## src/rtl/oven_cook_sequencer_pkg.sv

```systemverilog
// Shared constants for the oven sequencer: state encoding, timer step and
// front-panel input indices.
package oven_pkg;

    localparam logic [1:0] ST_IDLE  = 2'd0;
    localparam logic [1:0] ST_COOK  = 2'd1;
    localparam logic [1:0] ST_PAUSE = 2'd2;
    localparam logic [1:0] ST_DONE  = 2'd3;

    typedef enum logic [1:0] {
        S_IDLE  = ST_IDLE,
        S_COOK  = ST_COOK,
        S_PAUSE = ST_PAUSE,
        S_DONE  = ST_DONE
    } state_t;

    // Seconds added/removed by one up/dn command on the timer datapath.
    localparam int STEP_SECS = 5;

    localparam int KEY_START  = 0;
    localparam int KEY_STOP   = 1;
    localparam int KEY_UP     = 2;
    localparam int KEY_DN     = 3;
    localparam int KEY_DOOR   = 4;
    localparam int NUM_INPUTS = 5;

    // Counter width able to hold 0..n-1 (never narrower than one bit).
    function automatic int cnt_w(input int n);
        return (n > 1) ? $clog2(n) : 1;
    endfunction

endpackage

```

## src/rtl/oven_cook_sequencer_if.sv

```systemverilog
// Board/datapath bundle of the oven sequencer: raw keys and door in, timer
// command pulses and actuator drives out.
interface oven_cook_sequencer_if;

    logic       btn_start_n;
    logic       btn_stop_n;
    logic       btn_up_n;
    logic       btn_dn_n;
    logic       door_open;
    logic       tmr_zero;

    logic       tmr_inc5;
    logic       tmr_dec5;
    logic       tmr_tick;
    logic       tmr_clear;
    logic       heater_on;
    logic       lamp_on;
    logic       beep;
    logic [1:0] state_o;

    modport master (
        input  btn_start_n, btn_stop_n, btn_up_n, btn_dn_n, door_open, tmr_zero,
        output tmr_inc5, tmr_dec5, tmr_tick, tmr_clear, heater_on, lamp_on, beep, state_o
    );

    modport slave (
        output btn_start_n, btn_stop_n, btn_up_n, btn_dn_n, door_open, tmr_zero,
        input  tmr_inc5, tmr_dec5, tmr_tick, tmr_clear, heater_on, lamp_on, beep, state_o
    );

endinterface

```

## src/rtl/oven_cook_sequencer_debounce.sv

```systemverilog
// One front-panel input: 2-FF synchronizer, stability counter, and either a
// 1-cycle press pulse (EDGE_OUT=1) or the debounced level (EDGE_OUT=0).
module oven_key_debounce
    import oven_pkg::*;
#(
    parameter int DEB_CYCLES = 500_000,
    parameter bit EDGE_OUT   = 1'b1
) (
    input  logic i_clk,
    input  logic i_rst_n,
    input  logic i_raw,
    output logic o_sig
);

    localparam int CW = cnt_w(DEB_CYCLES);

    logic          r_s1;
    logic          r_s2;
    logic          r_stable;
    logic          r_out;
    logic [CW-1:0] r_cnt;

    logic          w_done;
    logic          w_take;
    logic          w_stable_nxt;
    logic          w_rise;

    // A new level is accepted once the synced input has differed from the
    // accepted level for DEB_CYCLES consecutive samples.
    assign w_done       = (r_cnt == CW'(DEB_CYCLES - 1));
    assign w_take       = (r_s2 != r_stable) && w_done;
    assign w_stable_nxt = w_take ? r_s2 : r_stable;
    assign w_rise       = w_take && r_s2;

    always_ff @(posedge i_clk or negedge i_rst_n) begin
        if (!i_rst_n) begin
            r_s1     <= 1'b0;
            r_s2     <= 1'b0;
            r_stable <= 1'b0;
            r_out    <= 1'b0;
            r_cnt    <= '0;
        end else begin
            r_s1     <= i_raw;
            r_s2     <= r_s1;
            r_stable <= w_stable_nxt;
            r_out    <= EDGE_OUT ? w_rise : w_stable_nxt;
            if ((r_s2 == r_stable) || w_done)
                r_cnt <= '0;
            else
                r_cnt <= r_cnt + 1'b1;
        end
    end

    assign o_sig = r_out;

endmodule

```

## src/rtl/oven_cook_sequencer.sv

```systemverilog
// Oven control FSM: debounced keys/door, 1 s tick prescaler, timer command
// pulses, heater/lamp/beeper. BEEP_REPEAT_EN selects the repeating alarm.
module oven_cook_sequencer
    import oven_pkg::*;
#(
    parameter int TICK_DIV   = 50_000_000,
    parameter int DEB_CYCLES = 500_000,
    parameter int BEEP_SECS  = 3
) (
    input  logic                   i_clk,
    input  logic                   i_rst_n,
    oven_cook_sequencer_if.master  bus
);

    localparam int PW       = cnt_w(TICK_DIV);
    localparam int BEEP_LEN = BEEP_SECS * TICK_DIV;
    localparam int HALF     = TICK_DIV / 2;
    localparam int BW       = cnt_w(BEEP_LEN);

    logic [NUM_INPUTS-1:0] w_raw;
    logic [NUM_INPUTS-1:0] w_sig;

    assign w_raw[KEY_START] = ~bus.btn_start_n;
    assign w_raw[KEY_STOP]  = ~bus.btn_stop_n;
    assign w_raw[KEY_UP]    = ~bus.btn_up_n;
    assign w_raw[KEY_DN]    = ~bus.btn_dn_n;
    assign w_raw[KEY_DOOR]  = bus.door_open;

    for (genvar g = 0; g < NUM_INPUTS; g++) begin : g_in
        oven_key_debounce #(
            .DEB_CYCLES (DEB_CYCLES),
            .EDGE_OUT   (g != KEY_DOOR)
        ) u_deb (
            .i_clk   (i_clk),
            .i_rst_n (i_rst_n),
            .i_raw   (w_raw[g]),
            .o_sig   (w_sig[g])
        );
    end

    state_t        r_state;
    state_t        w_nxt;
    logic [PW-1:0] r_presc;
    logic [BW-1:0] r_bcnt;
    logic          r_door_q;
    logic          r_inc5;
    logic          r_dec5;
    logic          r_tick;
    logic          r_clear;
    logic          r_heater;
    logic          r_lamp;
    logic          r_beep;

    logic w_stop;
    logic w_start;
    logic w_up;
    logic w_dn;
    logic w_any_key;
    logic w_door;
    logic w_door_rise;
    logic w_inc5;
    logic w_dec5;
    logic w_clear;
    logic w_presc_clr;
    logic w_wrap;
    logic w_cook_stay;
    logic w_enter_done;

    // Same-cycle events resolve stop > start > up > dn; losers are dropped.
    assign w_stop      = w_sig[KEY_STOP];
    assign w_start     = w_sig[KEY_START] & ~w_stop;
    assign w_up        = w_sig[KEY_UP] & ~w_sig[KEY_STOP] & ~w_sig[KEY_START];
    assign w_dn        = w_sig[KEY_DN] & ~w_sig[KEY_STOP] & ~w_sig[KEY_START] & ~w_sig[KEY_UP];
    assign w_any_key   = w_sig[KEY_START] | w_sig[KEY_STOP] | w_sig[KEY_UP] | w_sig[KEY_DN];
    assign w_door      = w_sig[KEY_DOOR];
    assign w_door_rise = w_door & ~r_door_q;

    always_comb begin
        w_nxt       = r_state;
        w_inc5      = 1'b0;
        w_dec5      = 1'b0;
        w_clear     = 1'b0;
        w_presc_clr = 1'b0;
        case (r_state)
            S_IDLE: begin
                if (w_stop) begin
                    w_clear = 1'b1;
                end else if (w_start) begin
                    if (!w_door && !bus.tmr_zero) begin
                        w_nxt       = S_COOK;
                        w_presc_clr = 1'b1;
                    end
                end else if (w_up) begin
                    w_inc5 = 1'b1;
                end else if (w_dn) begin
                    w_dec5 = !bus.tmr_zero;
                end
            end
            S_COOK: begin
                // Reaching zero outranks a stop or door opening in the same cycle.
                if (bus.tmr_zero)
                    w_nxt = S_DONE;
                else if (w_stop || w_door)
                    w_nxt = S_PAUSE;
            end
            S_PAUSE: begin
                if (w_stop) begin
                    w_clear = 1'b1;
                    w_nxt   = S_IDLE;
                end else if (w_start && !w_door) begin
                    w_nxt = S_COOK;
                end
            end
            S_DONE: begin
                if (w_any_key || w_door_rise)
                    w_nxt = S_IDLE;
`ifndef BEEP_REPEAT_EN
                else if (r_bcnt == BW'(BEEP_LEN - 1))
                    w_nxt = S_IDLE;
`endif
            end
            default: w_nxt = S_IDLE;
        endcase
    end

    assign w_wrap       = (r_presc == PW'(TICK_DIV - 1));
    assign w_cook_stay  = (r_state == S_COOK) && (w_nxt == S_COOK);
    assign w_enter_done = (w_nxt == S_DONE) && (r_state != S_DONE);

`ifdef BEEP_REPEAT_EN
    logic w_half_wrap;
    assign w_half_wrap = (r_bcnt == BW'(HALF - 1));
`endif

    always_ff @(posedge i_clk or negedge i_rst_n) begin
        if (!i_rst_n) begin
            r_state  <= S_IDLE;
            r_presc  <= '0;
            r_bcnt   <= '0;
            r_door_q <= 1'b0;
            r_inc5   <= 1'b0;
            r_dec5   <= 1'b0;
            r_tick   <= 1'b0;
            r_clear  <= 1'b0;
            r_heater <= 1'b0;
            r_lamp   <= 1'b0;
            r_beep   <= 1'b0;
        end else begin
            r_state  <= w_nxt;
            r_door_q <= w_door;
            r_inc5   <= w_inc5;
            r_dec5   <= w_dec5;
            r_clear  <= w_clear;
            r_tick   <= w_cook_stay && w_wrap;
            r_heater <= (w_nxt == S_COOK);
            r_lamp   <= (w_nxt == S_COOK) || (w_nxt == S_DONE) || w_door;

            // Prescaler only advances on full COOK cycles, so PAUSE keeps the tick phase.
            if (w_presc_clr || w_enter_done)
                r_presc <= '0;
            else if (w_cook_stay)
                r_presc <= w_wrap ? '0 : r_presc + 1'b1;

            if (r_state != S_DONE)
                r_bcnt <= '0;
`ifdef BEEP_REPEAT_EN
            else
                r_bcnt <= w_half_wrap ? '0 : r_bcnt + 1'b1;
`else
            else
                r_bcnt <= r_bcnt + 1'b1;
`endif

            if (w_nxt != S_DONE)
                r_beep <= 1'b0;
            else if (r_state != S_DONE)
                r_beep <= 1'b1;
`ifdef BEEP_REPEAT_EN
            else if (w_half_wrap)
                r_beep <= ~r_beep;
`endif
        end
    end

    assign bus.tmr_inc5  = r_inc5;
    assign bus.tmr_dec5  = r_dec5;
    assign bus.tmr_tick  = r_tick;
    assign bus.tmr_clear = r_clear;
    assign bus.heater_on = r_heater;
    assign bus.lamp_on   = r_lamp;
    assign bus.beep      = r_beep;
    assign bus.state_o   = r_state;

endmodule

```

## src/flat_wrapper.sv

```systemverilog
// flat-port wrapper written by rule: the top's interface ports become plain ports
module oven_cook_sequencer_flat import oven_pkg::*;
#(
    parameter int TICK_DIV   = 50_000_000,
    parameter int DEB_CYCLES = 500_000,
    parameter int BEEP_SECS  = 3
)
  (i_clk, i_rst_n, bus_btn_start_n, bus_btn_stop_n, bus_btn_up_n, bus_btn_dn_n, bus_door_open, bus_tmr_zero, bus_tmr_inc5, bus_tmr_dec5, bus_tmr_tick, bus_tmr_clear, bus_heater_on, bus_lamp_on, bus_beep, bus_state_o);
  oven_cook_sequencer_if bus_i ();
  input  logic i_clk;
  input  logic i_rst_n;
  input wire logic [$bits(bus_i.btn_start_n)-1:0] bus_btn_start_n;
  input wire logic [$bits(bus_i.btn_stop_n)-1:0] bus_btn_stop_n;
  input wire logic [$bits(bus_i.btn_up_n)-1:0] bus_btn_up_n;
  input wire logic [$bits(bus_i.btn_dn_n)-1:0] bus_btn_dn_n;
  input wire logic [$bits(bus_i.door_open)-1:0] bus_door_open;
  input wire logic [$bits(bus_i.tmr_zero)-1:0] bus_tmr_zero;
  output wire logic [$bits(bus_i.tmr_inc5)-1:0] bus_tmr_inc5;
  output wire logic [$bits(bus_i.tmr_dec5)-1:0] bus_tmr_dec5;
  output wire logic [$bits(bus_i.tmr_tick)-1:0] bus_tmr_tick;
  output wire logic [$bits(bus_i.tmr_clear)-1:0] bus_tmr_clear;
  output wire logic [$bits(bus_i.heater_on)-1:0] bus_heater_on;
  output wire logic [$bits(bus_i.lamp_on)-1:0] bus_lamp_on;
  output wire logic [$bits(bus_i.beep)-1:0] bus_beep;
  output wire logic [$bits(bus_i.state_o)-1:0] bus_state_o;
  assign bus_i.btn_start_n = bus_btn_start_n;
  assign bus_i.btn_stop_n = bus_btn_stop_n;
  assign bus_i.btn_up_n = bus_btn_up_n;
  assign bus_i.btn_dn_n = bus_btn_dn_n;
  assign bus_i.door_open = bus_door_open;
  assign bus_i.tmr_zero = bus_tmr_zero;
  assign bus_tmr_inc5 = bus_i.tmr_inc5;
  assign bus_tmr_dec5 = bus_i.tmr_dec5;
  assign bus_tmr_tick = bus_i.tmr_tick;
  assign bus_tmr_clear = bus_i.tmr_clear;
  assign bus_heater_on = bus_i.heater_on;
  assign bus_lamp_on = bus_i.lamp_on;
  assign bus_beep = bus_i.beep;
  assign bus_state_o = bus_i.state_o;
  oven_cook_sequencer #(.TICK_DIV(TICK_DIV), .DEB_CYCLES(DEB_CYCLES), .BEEP_SECS(BEEP_SECS)) u_core (.i_clk(i_clk), .i_rst_n(i_rst_n), .bus(bus_i));
endmodule
```

## config.mk

```make
export PLATFORM = sky130hd
export DESIGN_NAME = oven_cook_sequencer_flat
export DESIGN_NICKNAME = d
export VERILOG_FILES = /design/src/rtl/oven_cook_sequencer_pkg.sv /design/src/rtl/oven_cook_sequencer_if.sv /design/src/rtl/oven_cook_sequencer_debounce.sv /design/src/rtl/oven_cook_sequencer.sv /design/src/flat_wrapper.sv
export SDC_FILE = /design/constraint.sdc
export NUM_CORES = 1
export LEC_CHECK = 0
export CAP_MARGIN = 20
export CORE_ASPECT_RATIO = 0.7
export CORE_MARGIN = 2
export CORE_UTILIZATION = 62
export DETAILED_ROUTE_END_ITERATION = 6
export PLACE_DENSITY = 0.79
export SLEW_MARGIN = 0
export SYNTH_ARGS = -nofsm -noshare
export SYNTH_HDL_FRONTEND = slang
export SYNTH_SLANG_ARGS = --single-unit
```

## constraint.sdc

```tcl
create_clock -name i_clk -period 2.4 [get_ports i_clk]
set_clock_uncertainty 0.1 [all_clocks]
set_input_delay 0.36 -clock i_clk [delete_from_list [all_inputs] [get_ports i_clk]]
set_output_delay 0.36 -clock i_clk [all_outputs]
set_load 0.01 [all_outputs]
```

* Word-level counts from Yosys, hierarchy flattened
Index checks and enable logic that the tools add are counted.
** Cells by class
- Muxes and demuxes :: 36
- Reduce and logical (&&, ||, !) cells :: 30
- $add $sub $neg :: 7
- Bitwise operators :: 18
- Equality and inequality tests :: 24
** Operators with widths (number)
- adder 19 x 1 -> 19 bit, second input constant :: 5
- == test 19 bit, second input constant :: 5
- two-way mux 19 bit :: 5
- two-way mux 26 bit :: 3
- adder 28 x 1 -> 28 bit, second input constant :: 1
- == test 28 bit, second input constant :: 1
- two-way mux 28 bit :: 1
- adder 26 x 1 -> 26 bit, second input constant :: 1
- == test 26 bit, second input constant :: 1
- two-way mux 2 bit :: 9
- two-way mux 1 bit :: 17
- logical AND 1 bit :: 14
- logical OR 1 bit :: 10
- NOT 1 bit :: 8
- one-hot mux 2 bit (4 select lines) :: 1
- AND 1 bit :: 7
- == test 2 bit, second input constant :: 3
- == test 1 bit :: 5
- != test 1 bit :: 5
- == test 2 x 1 -> 1 bit, second input constant :: 2
- != test 2 bit, second input constant :: 2
- nonzero test 2 bit :: 2
- OR 1 bit :: 3
- zero test 1 bit :: 2
- 2 further kinds :: 2
** Word-level totals
- Register bits after elaboration :: 178
- Logic and storage cells :: 150
- Input port bits :: 8

* Longest topological paths before layout
Gate-level depths: netlist (run 1).
- Depth after elaboration :: 10
- Mapped depth :: 7
- Depth with buffers taken out :: 6

* Hierarchy
From an unflattened synthesis (run 1), not the netlist that was laid out.
** Second synthesis, totals
- Cell total of the unflattened synthesis :: 866
- Area total of the unflattened synthesis :: 8842.2 µm²
** By module, submodules not included
- oven_key_debounce (u_core.g_in[0].u_deb ...) :: area each 1123.6 µm², cells each 105, sequential area each 575.6 µm², instances 4
- oven_cook_sequencer :: area each 3265.6 µm², cells each 342, sequential area each 1601.5 µm², instances 1
- oven_key_debounce (u_core.g_in[4].u_deb) :: area each 1082.3 µm², cells each 104, sequential area each 550.5 µm², instances 1

* Least setup slack after synthesis (run 1)
No wires, ideal clock.
- Kind :: register to register
- From :: register u_core.r_presc[0]
- To :: register u_core.r_presc[24]
- Library setup time :: 0.073 ns
- Path buffers :: 0
- Stages on the path, launching flop included :: 7
- Period minus slack after synthesis :: 2.141 ns
- Path slack :: 0.259 ns
- Arrival time :: 1.968 ns
- Required time :: 2.227 ns
- Cell sequence :: dfrtp_1 -> ha_1 -> nand4_4 -> nor4_4 -> nand2_2 -> or4b_4 -> a21oi_2
** On the way
- Cells in the longest elaborated chain, start to end :: 4
- Elaborated cells between the ends (all ways) :: 5
- Those cells by class :: 1 x add/sub; 1 x eq/ne; 3 x mux
** Ends and longest elaborated chain
- start: declaration :: RTL line oven_cook_sequencer.sv:43 : logic [PW-1:0] r_presc;
- start signal: assignment :: RTL line oven_cook_sequencer.sv:162 : r_presc <= w_wrap ? '0 : r_presc + 1'b1;
- adder 26 x 1 -> 26 bit or == test 26 bit (tied branches) :: RTL line oven_cook_sequencer.sv:162, oven_cook_sequencer.sv:126
- two-way mux 26 bit (*) :: RTL line oven_cook_sequencer.sv:162
- two-way mux 26 bit (*) :: RTL line oven_cook_sequencer.sv:161 : else if (w_cook_stay)
- two-way mux 26 bit (*) :: RTL line oven_cook_sequencer.sv:159 : if (w_presc_clr || w_enter_done)
Mark *: on every way between the ends. The rest lies on a longest branch, timed or not. The select of a mux whose other input is x is not followed.
A chain may end at the register's enable or synchronous reset.

* Worst setup path in the final report (run 1)
- From :: register u_core.r_presc[0]
- To :: register u_core.r_presc[18]
The elaborated chain is that of the path after synthesis.

==> impl_summary.txt, run 1 <==
----------------------------------------------------
[Outcome]
  Result of the run ... finished, final reports clean

[Min path]
  Sink of the worst hold path ... u_core.g_in[1].u_deb.r_s2
  Worst Hold Depth ... 0
  Type of the worst min-delay path ... flop to flop
  Start point of the worst hold path ... u_core.g_in[1].u_deb.r_s1

[Cells and area]
  Synth-to-layout area growth ... 12.9%
  Utilization of the core after routing ... 0.728
  Number of inserted filler cells in the final layout ... 920
  Number of diodes added for antenna fixing ... 0
  Final Cell Area ... 0.00972 sq mm
  Layout cells sized above 1 ... 0.0865
  Number of nets in the final layout ... 938

[Setup path]
  Launch point of the worst reg-to-reg path ... u_core.r_presc[0]
  Crit start category ... flop
  Max stage delay cell, worst path ... dfrtp_1
  RR Endpoint ... u_core.r_presc[18]
  Crit path cell chain ... ha_1, nand4_4, nor4_4, buf_4, nand2_1, or4_1, a21oi_1
  Crit path arrival time ... 2520 ps
  Critical path depth ... 7
  Kind of cell adding the most delay to the critical path ... simple AND/OR/NAND/NOR gates
  Reg2Reg Setup Slack ... 120 ps
  R2R depth ... 7
  Startpoint-to-endpoint class of the critical path ... flop to flop
  Required time reported for the critical path endpoint ... 2640 ps
  Highest fanout seen on the critical path ... 6
  Longest individual stage delay on the worst path ... 430 ps
  CP Capture Type ... flop
  Combined buffer and inverter count along the critical path ... 1

[Clocking]
  Root buffer selected by CTS ... clkbuf_16
  Worst-Skew Late Latency ... 420 ps
  Clock buffers created by TritonCTS ... 17
  H-Tree Level Count ... 4
  Number of clock sinks ... 178
  TritonCTS clock tree ... built
  Number of buffers between clock root and the deepest sink ... 2
  Clk slew on worst S/H paths ... 70 ps

[Routing]
  Final Routed Wirelength ... 17,800 um
  Wire length per cell ... 15.9 um
  First drt pass iteration count ... 5
  Per-cell via count in the routed design ... 5.87
  DR DRC count ... 0
  Residual antenna-violating net count after detailed routing ... 0
  DRC marker count from the first detailed-route iteration ... 490
  Routed via count ... 6,584

[Place]
  Cell Area, Placed ... 0.00911 sq mm
  Placed wire-length estimate ... 12,100 um
  Buffers added on ports ... 16
  Final weighted congestion in routability-driven placement ... 0.865

[Global routing]
  Total overflow reported by the global router ... 0
  Largest net degree at the start of global routing ... 55
  Initial antenna violation count ... 0
  Total track usage ... 0.257
  First-pass GRT wire length ... 30,300 um
  Number of global-route vias before repair ... 6,500

[Job]
  Count of maximum capacitance violations ... 0

[Synthesis]
  Synthesized area divided by synthesized cell count ... 9.68 sq um
  Synthesized area ... 0.00861 sq mm
  Fraction of the yosys area taken by sequential cells ... 0.517
  Count of flip-flops with a built-in enable after synthesis ... 0
  Synth warnings ... 0
  Distinct cell type count after synthesis ... 59
  Number of standard cells after synthesis ... 890
  Synthesis-stage register bit count ... 178
  Number of nets produced by synthesis ... 905
  Ys async rst share ... 1.00
  Primary flip-flop cell chosen by synthesis mapping ... dfrtp_1

[Timing]
  Number of max-slew violations in the final report ... 0
  Final hold viol count ... 0
  Sum Neg Setup Slack ... 0 ps
  Max-slew headroom at the worst pin ... 0.484
  Maximum achievable frequency ... 439 MHz
  Actual slew at the worst max-slew pin ... 767 ps
  Minimum hold slack ... 253 ps
  Crit path time final ... 2280 ps
  Final setup violation count ... 0
  Final clock period utilization by the worst path ... 0.950

[Pwr]
  P per Cell Area ... 617 mW/mm^2
  Worst-case vdd ir drop ... 0.000487 V
  Leakage ... 4.00 nW

[Floorplanning]
  Initial core utilization ... 0.645
  Standard-cell row count ... 35
  Total I/O pin count ... 17
  Die Area ... 0.0149 sq mm
  Core region area ... 0.0134 sq mm
  Die Y-Extent ... 103 um
  Die width ... 145 um

----------------------------------------------------
flip-flops by register name (all words and copies together), names as in the netlist, 2 cells and up:
name,count
u_core.g_in.u_deb.r_cnt,95
u_core.r_presc,26
u_core.g_in.u_deb.r_s2,5
u_core.bus.state_o,2
u_core.g_in.u_deb.o_sig,4
u_core.g_in.u_deb.r_s1,5
u_core.r_bcnt,28
u_core.g_in.u_deb.r_stable,5
metal layers:
| metal | track usage | vias up | part of all wire |
|---|---|---|---|
| li1 | - | 3127 | - |
| met1 | 0.351 | 3233 | 0.45 |
| met2 | 0.422 | 193 | 0.48 |
| met3 | 0.0469 | 31 | 0.052 |
| met4 | 0.0889 | 0 | 0.018 |
| met5 | 0 | - | 0 |
report_power, final:
group | internal [mW] | switching [mW] | leakage [nW] | total, mW
clock | 1.56 | 1.21 | 0.280 | 2.76
sequential | 3.03 | 0.0341 | 2.43 | 3.07
combinational | 0.0537 | 0.113 | 1.30 | 0.167
logic make-up after synthesis:
group,count (synthesis),share of synthesized area
mux,7,0.00886
buf+inv,57,0.0270
flops,178,0.517
xor+xnor,116,0.118
fa+ha+maj,7,0.0102
compound gates,62,0.0439
simple gates,463,0.275
synthesized netlist by cell type (all sizes together), types with 2 or more instances:
library cell	instances	area [sq um]
xnor2	68	596
nand2	70	265
or3	16	101
nor3b	3	22.5
o31ai	2	15.0
clkbuf	15	56.3
nor2b	4	25.0
or4	6	45.0
nand2b	3	18.8
nand3b	2	15.0
dfrtp	178	4450
a21oi	28	144
mux2i	2	20.0
a31oi	2	12.5
o32ai	4	35.0
and3	14	88.8
and3b	4	35.0
and4	4	35.0
nand4	37	246
nor4bb	3	30.0
buf	13	67.6
inv	29	109
ha	7	87.6
a22oi	5	37.5
or4b	3	33.8
nor2	164	616
nand3	57	303
o22ai	3	18.8
nand4b	6	52.6
nor3	28	140
or2	9	56.3
nor4b	3	32.5
nor4	25	186
mux2	5	56.3
xor2	48	420
o21ai	11	55.1
worst max path at each step:
| stage | end | start |
|---|---|---|
| finish | u_core.r_presc[18] | u_core.r_presc[0] |
| global route | u_core.r_presc[18] | u_core.r_presc[0] |
| CTS | u_core.r_presc[24] | u_core.r_presc[0] |
| detailed placement | u_core.r_presc[18] | bus_tmr_zero |
| global placement | u_core.r_presc[24] | bus_tmr_zero |
| floorplan | u_core.r_presc[24] | u_core.r_presc[0] |
worst reg2reg max path, delay by kind of cell, from the launching register on:
kind	cells	cell delay [ps]
DFF	1	430
and+or+nand+nor	4	1010
buffers and inverters	1	170
AOI/OAI and AO/OA	1	180
adders and majority gates	1	310
metrics by stage:
step / instances / worst slack [ps] / total power [mW]
5_1_grt: 1121 / -2.92 / 6.20
3_5_place_dp: 1086 / -2.06 / 3.29
6_report: 1121 / 120 / 6.00
3_3_place_gp: 1086 / 62.4 / 3.28
2_1_floorplan: 890 / 259 / 3.19
4_1_cts: 1119 / 88.6 / 6.04
timing repair:
item                                   4_1_cts  5_1_grt
setup endpoints to repair                    0        6
resized for setup                            0        1
endpoints found under the hold margin       50        0
hold buffers                                 1        0
buffers inserted                             0        2
layout by cell type, fill, tap and decap left out, types with 17 or more instances in the layout:
| master | netlist | layout |
|---|---|---|
| a21oi_1 | 27 | 27 |
| xor2_1 | 48 | 48 |
| nor3_1 | 28 | 28 |
| nand4_1 | 36 | 36 |
| inv_1 | 29 | 29 |
| buf_4 | 2 | 21 |
| clkbuf_16 | 0 | 17 |
| nand2_1 | 69 | 68 |
| dfrtp_1 | 178 | 178 |
| nand3_1 | 55 | 55 |
| nor2_1 | 164 | 164 |
| xnor2_1 | 68 | 68 |
| nor4_1 | 23 | 22 |
cell type report:
type	count	area (sq um)	share of cell area
clock buffer	19	433	0.0445
clock inverter	13	153	0.0157
tap	185	231	0.0238
inverter	29	109	0.0112
timing repair buffer	42	409	0.0421
multi-input combinational	655	3930	0.405
sequential	178	4450	0.458
Power figures use the tool's default switching activity.
==> run 2: changes to the inputs <==
- MAX_ROUTING_LAYER: not set -> met4
==> run 2 against run 1 <==
Core utilization is the same. First-iteration DRC count shrank 8.6%. Power about the same. Wire length down 0.14%. Clock-buffer cell count unchanged. Die area unchanged. Non-clock buffer count unchanged. Critical path depth did not move. Sequential power about the same. Combinational power is essentially flat. Sequential cell count is the same. Critical path type unchanged. Critical endpoint unchanged.
==> impl_summary.txt, run 2 (same netlist as run 1, synthesis figures left out) <==
----------------------------------------------------
[Outcome]
  Result of the run ... finished, final reports clean

[Timing]
  Final hold viol count ... 0
  Actual slew at the worst max-slew pin ... 733 ps
  Final clock period utilization by the worst path ... 0.955
  Maximum achievable frequency ... 436 MHz
  Number of max-slew violations in the final report ... 0
  Final setup violation count ... 0
  Max-slew headroom at the worst pin ... 0.507
  Crit path time final ... 2290 ps

[Global routing]
  Number of global-route vias before repair ... 6,507
  Met1 track demand over resource ... 0.350
  Initial antenna violation count ... 0
  Met2 layer usage reported by global route ... 0.423
  Gr busiest metal ... met2
  Largest net degree at the start of global routing ... 55
  Total overflow reported by the global router ... 0
  Met3 Use GR ... 0.0469
  First-pass GRT wire length ... 30,300 um
  Total track usage ... 0.265

[Floorplanning]
  Die Y-Extent ... 103 um
  Total I/O pin count ... 17
  Core region area ... 0.0134 sq mm
  Initial core utilization ... 0.645
  Die Area ... 0.0149 sq mm
  Die width ... 145 um
  Standard-cell row count ... 35

[Place]
  Cell Area, Placed ... 0.00911 sq mm
  Placed wire-length estimate ... 12,100 um
  Buffers added on ports ... 16
  Final weighted congestion in routability-driven placement ... 0.879

[Cells and area]
  Synth-to-layout area growth ... 12.9%
  Utilization of the core after routing ... 0.728
  Commonest non-fill, non-tap cell in the layout ... dfrtp_1
  Final Cell Area ... 0.00972 sq mm
  Number of inserted filler cells in the final layout ... 920
  Number of nets in the final layout ... 938
  Biggest register ... u_core.g_in.u_deb.r_cnt
  Max FFs per register ... 95
  Top library cells by usage in the layout, fill and taps aside ... dfrtp_1 (178), nor2_1 (164), nand2_1 (68), xnor2_1 (68), nand3_1 (55)
  Largest registers ranked by flip-flop count ... u_core.g_in.u_deb.r_cnt (95), u_core.r_bcnt (28), u_core.r_presc (26)
  Layout cells sized above 1 ... 0.0865
  Number of diodes added for antenna fixing ... 0

[Setup path]
  Combined buffer and inverter count along the critical path ... 1
  Crit path cell chain ... ha_1, nand4_4, nor4_4, buf_4, nand2_1, or4_1, a21oi_1
  Reg2Reg Setup Slack ... 110 ps
  Highest fanout seen on the critical path ... 6
  CP Capture Type ... flop
  Critical path depth ... 7
  R2R depth ... 7
  Crit start category ... flop
  Crit path arrival time ... 2540 ps
  Max stage delay cell, worst path ... dfrtp_1
  Startpoint-to-endpoint class of the critical path ... flop to flop
  Kind of cell adding the most delay to the critical path ... simple AND/OR/NAND/NOR gates
  Longest individual stage delay on the worst path ... 430 ps
  Required time reported for the critical path endpoint ... 2640 ps

[Clocking]
  Clk slew on worst S/H paths ... 70 ps
  Number of buffers between clock root and the deepest sink ... 2
  Number of clock sinks ... 178
  Root buffer selected by CTS ... clkbuf_16
  H-Tree Level Count ... 4
  Clock buffers created by TritonCTS ... 17
  TritonCTS clock tree ... built
  Worst-Skew Late Latency ... 430 ps

[Pwr]
  P per Cell Area ... 617 mW/mm^2
  Worst-case vdd ir drop ... 0.000490 V
  Final total power ... 6.00 mW
  Leakage ... 4.00 nW

[Routing]
  Per-cell via count in the routed design ... 5.89
  First drt pass iteration count ... 5
  Residual antenna-violating net count after detailed routing ... 0
  Routed via count ... 6,605
  DRC marker count from the first detailed-route iteration ... 448
  Final Routed Wirelength ... 17,800 um
  DR DRC count ... 0
  Wire length per cell ... 15.8 um

[Min path]
  Worst Hold Depth ... 0
  Type of the worst min-delay path ... flop to flop

[Job]
  Count of maximum capacitance violations ... 0

----------------------------------------------------
-- run 2: cell counts in the layout (fill, tap and decap cells not counted) --
No cell type changed its count.
-- run 2: worst register-to-register path: stages, from the launching register on --
cell,delay [ps]
dfrtp_1,430
ha_1,310
nand4_4,180
nor4_4,380
buf_4,170
nand2_1,50
or4_1,410
a21oi_1,180
-- run 2: final timing paths --
path	start	end
setup / recovery	u_core.r_presc[0]	u_core.r_presc[18]
hold / removal	u_core.g_in[1].u_deb.r_s1	u_core.g_in[1].u_deb.r_s2
setup reg to reg	u_core.r_presc[0]	u_core.r_presc[18]
hold reg to reg	u_core.g_in[1].u_deb.r_s1	u_core.g_in[1].u_deb.r_s2
max in group asynchronous	i_rst_n	u_core.r_presc[6]
min in group asynchronous	i_rst_n	u_core.g_in[3].u_deb.r_cnt[18]
-- run 2: repair_timing --
item	in CTS	in global routing
buffers inserted	0	2
endpoints found under the hold margin	50	0
hold buffers	1	0
gates resized for setup	0	1
setup endpoints to repair	0	6
-- run 2: power by group --
part           switching, mW  total, mW  internal, mW
registers             0.0338       3.07          3.03
logic                  0.113      0.167        0.0537
clock network           1.21       2.76          1.56
total                   1.36       6.00          4.64
-- run 2: per-layer routing --
layer	routed length, um	share of wire	vias to the layer above
li1	-	-	3125
met1	8070	0.45	3279
met2	8580	0.48	174
met3	809	0.046	27
met4	299	0.017	0
met5	0	0	-
-- run 2: through the flow --
stage	TNS [ps]	cells	hold WS [ps]	worst slack (ps)
6_report	0	1121	253	107
4_1_cts	0	1119	258	88.6
5_1_grt	-2.93	1121	260	-2.93
2_1_floorplan	0	890	-35.6	259
3_3_place_gp	0	1086	234	62.4
3_5_place_dp	-2.06	1086	238	-2.06
-- run 2: area by class of cell --
cell class	count	area [sq um]	share of cell area
clock inverter	13	153	0.0157
tap	185	231	0.0238
multi-input combinational	655	3930	0.405
timing repair buffer	42	409	0.0421
inverter	29	109	0.0112
clock buffer	19	433	0.0445
sequential	178	4450	0.458
==> run 3: changes to the inputs <==
--- a/config.mk
+++ b/config.mk
@@ -13,5 +13,6 @@
 export MAX_ROUTING_LAYER = met4
 export PLACE_DENSITY = 0.79
-export SLEW_MARGIN = 0
+export SETUP_SLACK_MARGIN = 0.2
+export SLEW_MARGIN = 30
 export SYNTH_ARGS = -nofsm -noshare
 export SYNTH_HDL_FRONTEND = slang
==> constraint.sdc (replaced) <==
create_clock -name i_clk -period 2.4 [get_ports i_clk]
set_clock_uncertainty 0.1 [all_clocks]
set_input_delay 0.24 -clock i_clk [delete_from_list [all_inputs] [get_ports i_clk]]
set_output_delay 0.24 -clock i_clk [all_outputs]
set_load 0.01 [all_outputs]
==> run 3 against run 2 <==
Via count fell by 1.1%. Clock power rose by 3%. Critical path depth did not move. Global-route usage rose by 0.41 points. Sequential cell count did not move. Worst setup slack improved by 190 ps. Register-to-register slack improved by 190 ps. Sequential power barely moved. Sequential share of layout area fell by 0.27 points. Worst hold slack got worse by 96 ps. Largest cell class unchanged.
==> impl_summary.txt, run 3 (same netlist as run 1, synthesis figures left out) <==
----------------------------------------------------
[Cells and area]
  Number of inserted filler cells in the final layout ... 911
  Synth-to-layout area growth ... 13.6%
  Area of the multi-input gates ... 0.00398 sq mm
  Commonest non-fill, non-tap cell in the layout ... dfrtp_1
  Max FFs per register ... 95
  Number of diodes added for antenna fixing ... 0
  Number of nets in the final layout ... 936
  Biggest register ... u_core.g_in.u_deb.r_cnt
  Area taken by flip-flops and latches ... 0.00446 sq mm
  Largest registers ranked by flip-flop count ... u_core.g_in.u_deb.r_cnt (95), u_core.r_bcnt (28), u_core.r_presc (26)
  Layout cells sized above 1 ... 0.0932
  Top library cells by usage in the layout, fill and taps aside ... dfrtp_1 (176), nor2_1 (164), nand2_1 (68), xnor2_1 (68), nand3_1 (53)

[Timing]
  Crit path time final ... 2100 ps
  Actual slew at the worst max-slew pin ... 711 ps
  Final setup violation count ... 0
  Final clock period utilization by the worst path ... 0.876
  Unrepaired setup endpoints after global routing ... false
  Maximum achievable frequency ... 476 MHz
  Sum Neg Setup Slack ... 0 ps
  Max-slew headroom at the worst pin ... 0.522
  Number of max-slew violations in the final report ... 0
  Final hold viol count ... 0

[Floorplanning]
  Die Area ... 0.0149 sq mm
  Die Y-Extent ... 103 um
  Initial core utilization ... 0.645
  Core region area ... 0.0134 sq mm
  Total I/O pin count ... 17
  Die width ... 145 um
  Standard-cell row count ... 35

[Routing]
  DRC marker count from the first detailed-route iteration ... 629
  Final Routed Wirelength ... 17,700 um
  DR DRC count ... 0
  Routed via count ... 6,534
  Wire length per cell ... 15.8 um
  Residual antenna-violating net count after detailed routing ... 0
  Per-cell via count in the routed design ... 5.84
  First drt pass iteration count ... 5

[Pwr]
  Leakage ... 4.01 nW
  Worst-case vdd ir drop ... 0.000466 V
  P per Cell Area ... 621 mW/mm^2
  Final total power ... 6.08 mW

[Clocking]
  Number of buffers between clock root and the deepest sink ... 2
  Number of clock sinks ... 178
  H-Tree Level Count ... 4
  Worst-Skew Late Latency ... 430 ps
  Root buffer selected by CTS ... clkbuf_16
  TritonCTS clock tree ... built
  Clk slew on worst S/H paths ... 70 ps
  Clock buffers created by TritonCTS ... 17

[Setup path]
  Startpoint-to-endpoint class of the critical path ... flop to flop
  Longest individual stage delay on the worst path ... 440 ps
  Combined buffer and inverter count along the critical path ... 1
  Required time reported for the critical path endpoint ... 2650 ps
  Crit path cell chain ... ha_4, nand4_4, nor4_4, buf_4, nand2_1, or4_1, a21oi_1
  Crit path arrival time ... 2360 ps
  Crit start category ... flop
  Highest fanout seen on the critical path ... 6
  CP Capture Type ... flop
  Kind of cell adding the most delay to the critical path ... simple AND/OR/NAND/NOR gates
  Max stage delay cell, worst path ... dfrtp_2

[Global routing]
  Total track usage ... 0.269
  Total overflow reported by the global router ... 0
  Number of global-route vias before repair ... 6,412
  First-pass GRT wire length ... 30,700 um
  Largest net degree at the start of global routing ... 59
  Initial antenna violation count ... 0

[Min path]
  Type of the worst min-delay path ... input pin to flop

[Place]
  Placed wire-length estimate ... 12,000 um
  Final weighted congestion in routability-driven placement ... 0.900
  Buffers added on ports ... 16

[Job]
  Count of maximum capacitance violations ... 0

[Outcome]
  Result of the run ... finished, final reports clean

----------------------------------------------------
==> run 3: worst paths after layout <==
path	startpoint	to	slack (ps)	cells after the start
max reg2reg	u_core.r_presc[0]	u_core.r_presc[18]	300	7
min in group asynchronous	i_rst_n	u_core.g_in[2].u_deb.r_cnt[12]	220	2
max in group asynchronous	i_rst_n	u_core.g_in[4].u_deb.r_stable	1280	3
min	bus_door_open	u_core.g_in[4].u_deb.r_s1	160	1
min reg2reg	u_core.g_in[2].u_deb.r_s1	u_core.g_in[2].u_deb.r_s2	250	0
max	u_core.r_presc[0]	u_core.r_presc[18]	300	7
==> run 3: final cells by class <==
type                    instances  share of cell area
repair buffers                 40              0.0416
well taps                     185              0.0237
clock inverters                11              0.0159
multi-input cells             655               0.407
clock buffers                  20              0.0457
inverters                      29              0.0111
flip-flops and latches        178               0.455
==> run 3: where the power goes <==
| group | internal (mW) | total [mW] | switching, mW |
|---|---|---|---|
| Clock | 1.67 | 2.84 | 1.17 |
| Combinational | 0.0533 | 0.166 | 0.112 |
| Sequential | 3.03 | 3.07 | 0.0353 |
==> run 3: routing by layer <==
| layer | track usage | vias to the layer above | wire, um |
|---|---|---|---|
| met2 | 0.429 | 168 | 8530 |
| met5 | - | - | 0 |
| met3 | 0.0451 | 30 | 676 |
| met1 | 0.364 | 3208 | 8220 |
| li1 | - | 3128 | - |
| met4 | 0.0762 | 0 | 288 |
==> run 3: metrics by stage <==
step / hold WS [ps] / setup slack [ps] / utilization / instances / area (sq um)
after detailed placement: 129 / 46.9 / 0.682 / 1084 / 9110
after global routing: 150 / 203 / 0.733 / 1118 / 9780
after global placement: 127 / 94.6 / 0.682 / 1084 / 9110
after floorplan: -156 / 259 / - / 890 / 8610
final: 157 / 297 / 0.733 / 1118 / 9780
after CTS: 155 / 225 / 0.730 / 1118 / 9750
==> run 3: what timing repair did <==
| action | 4_1_cts | 5_1_grt |
|---|---|---|
| endpoints found under the setup margin | 5 | 63 |
| resized for setup | 3 | 10 |
| buffers inserted | 2 | 0 |
| pin swaps | 1 | 1 |
| endpoints found under the hold margin | 53 | 0 |
| hold buffers | 1 | 0 |
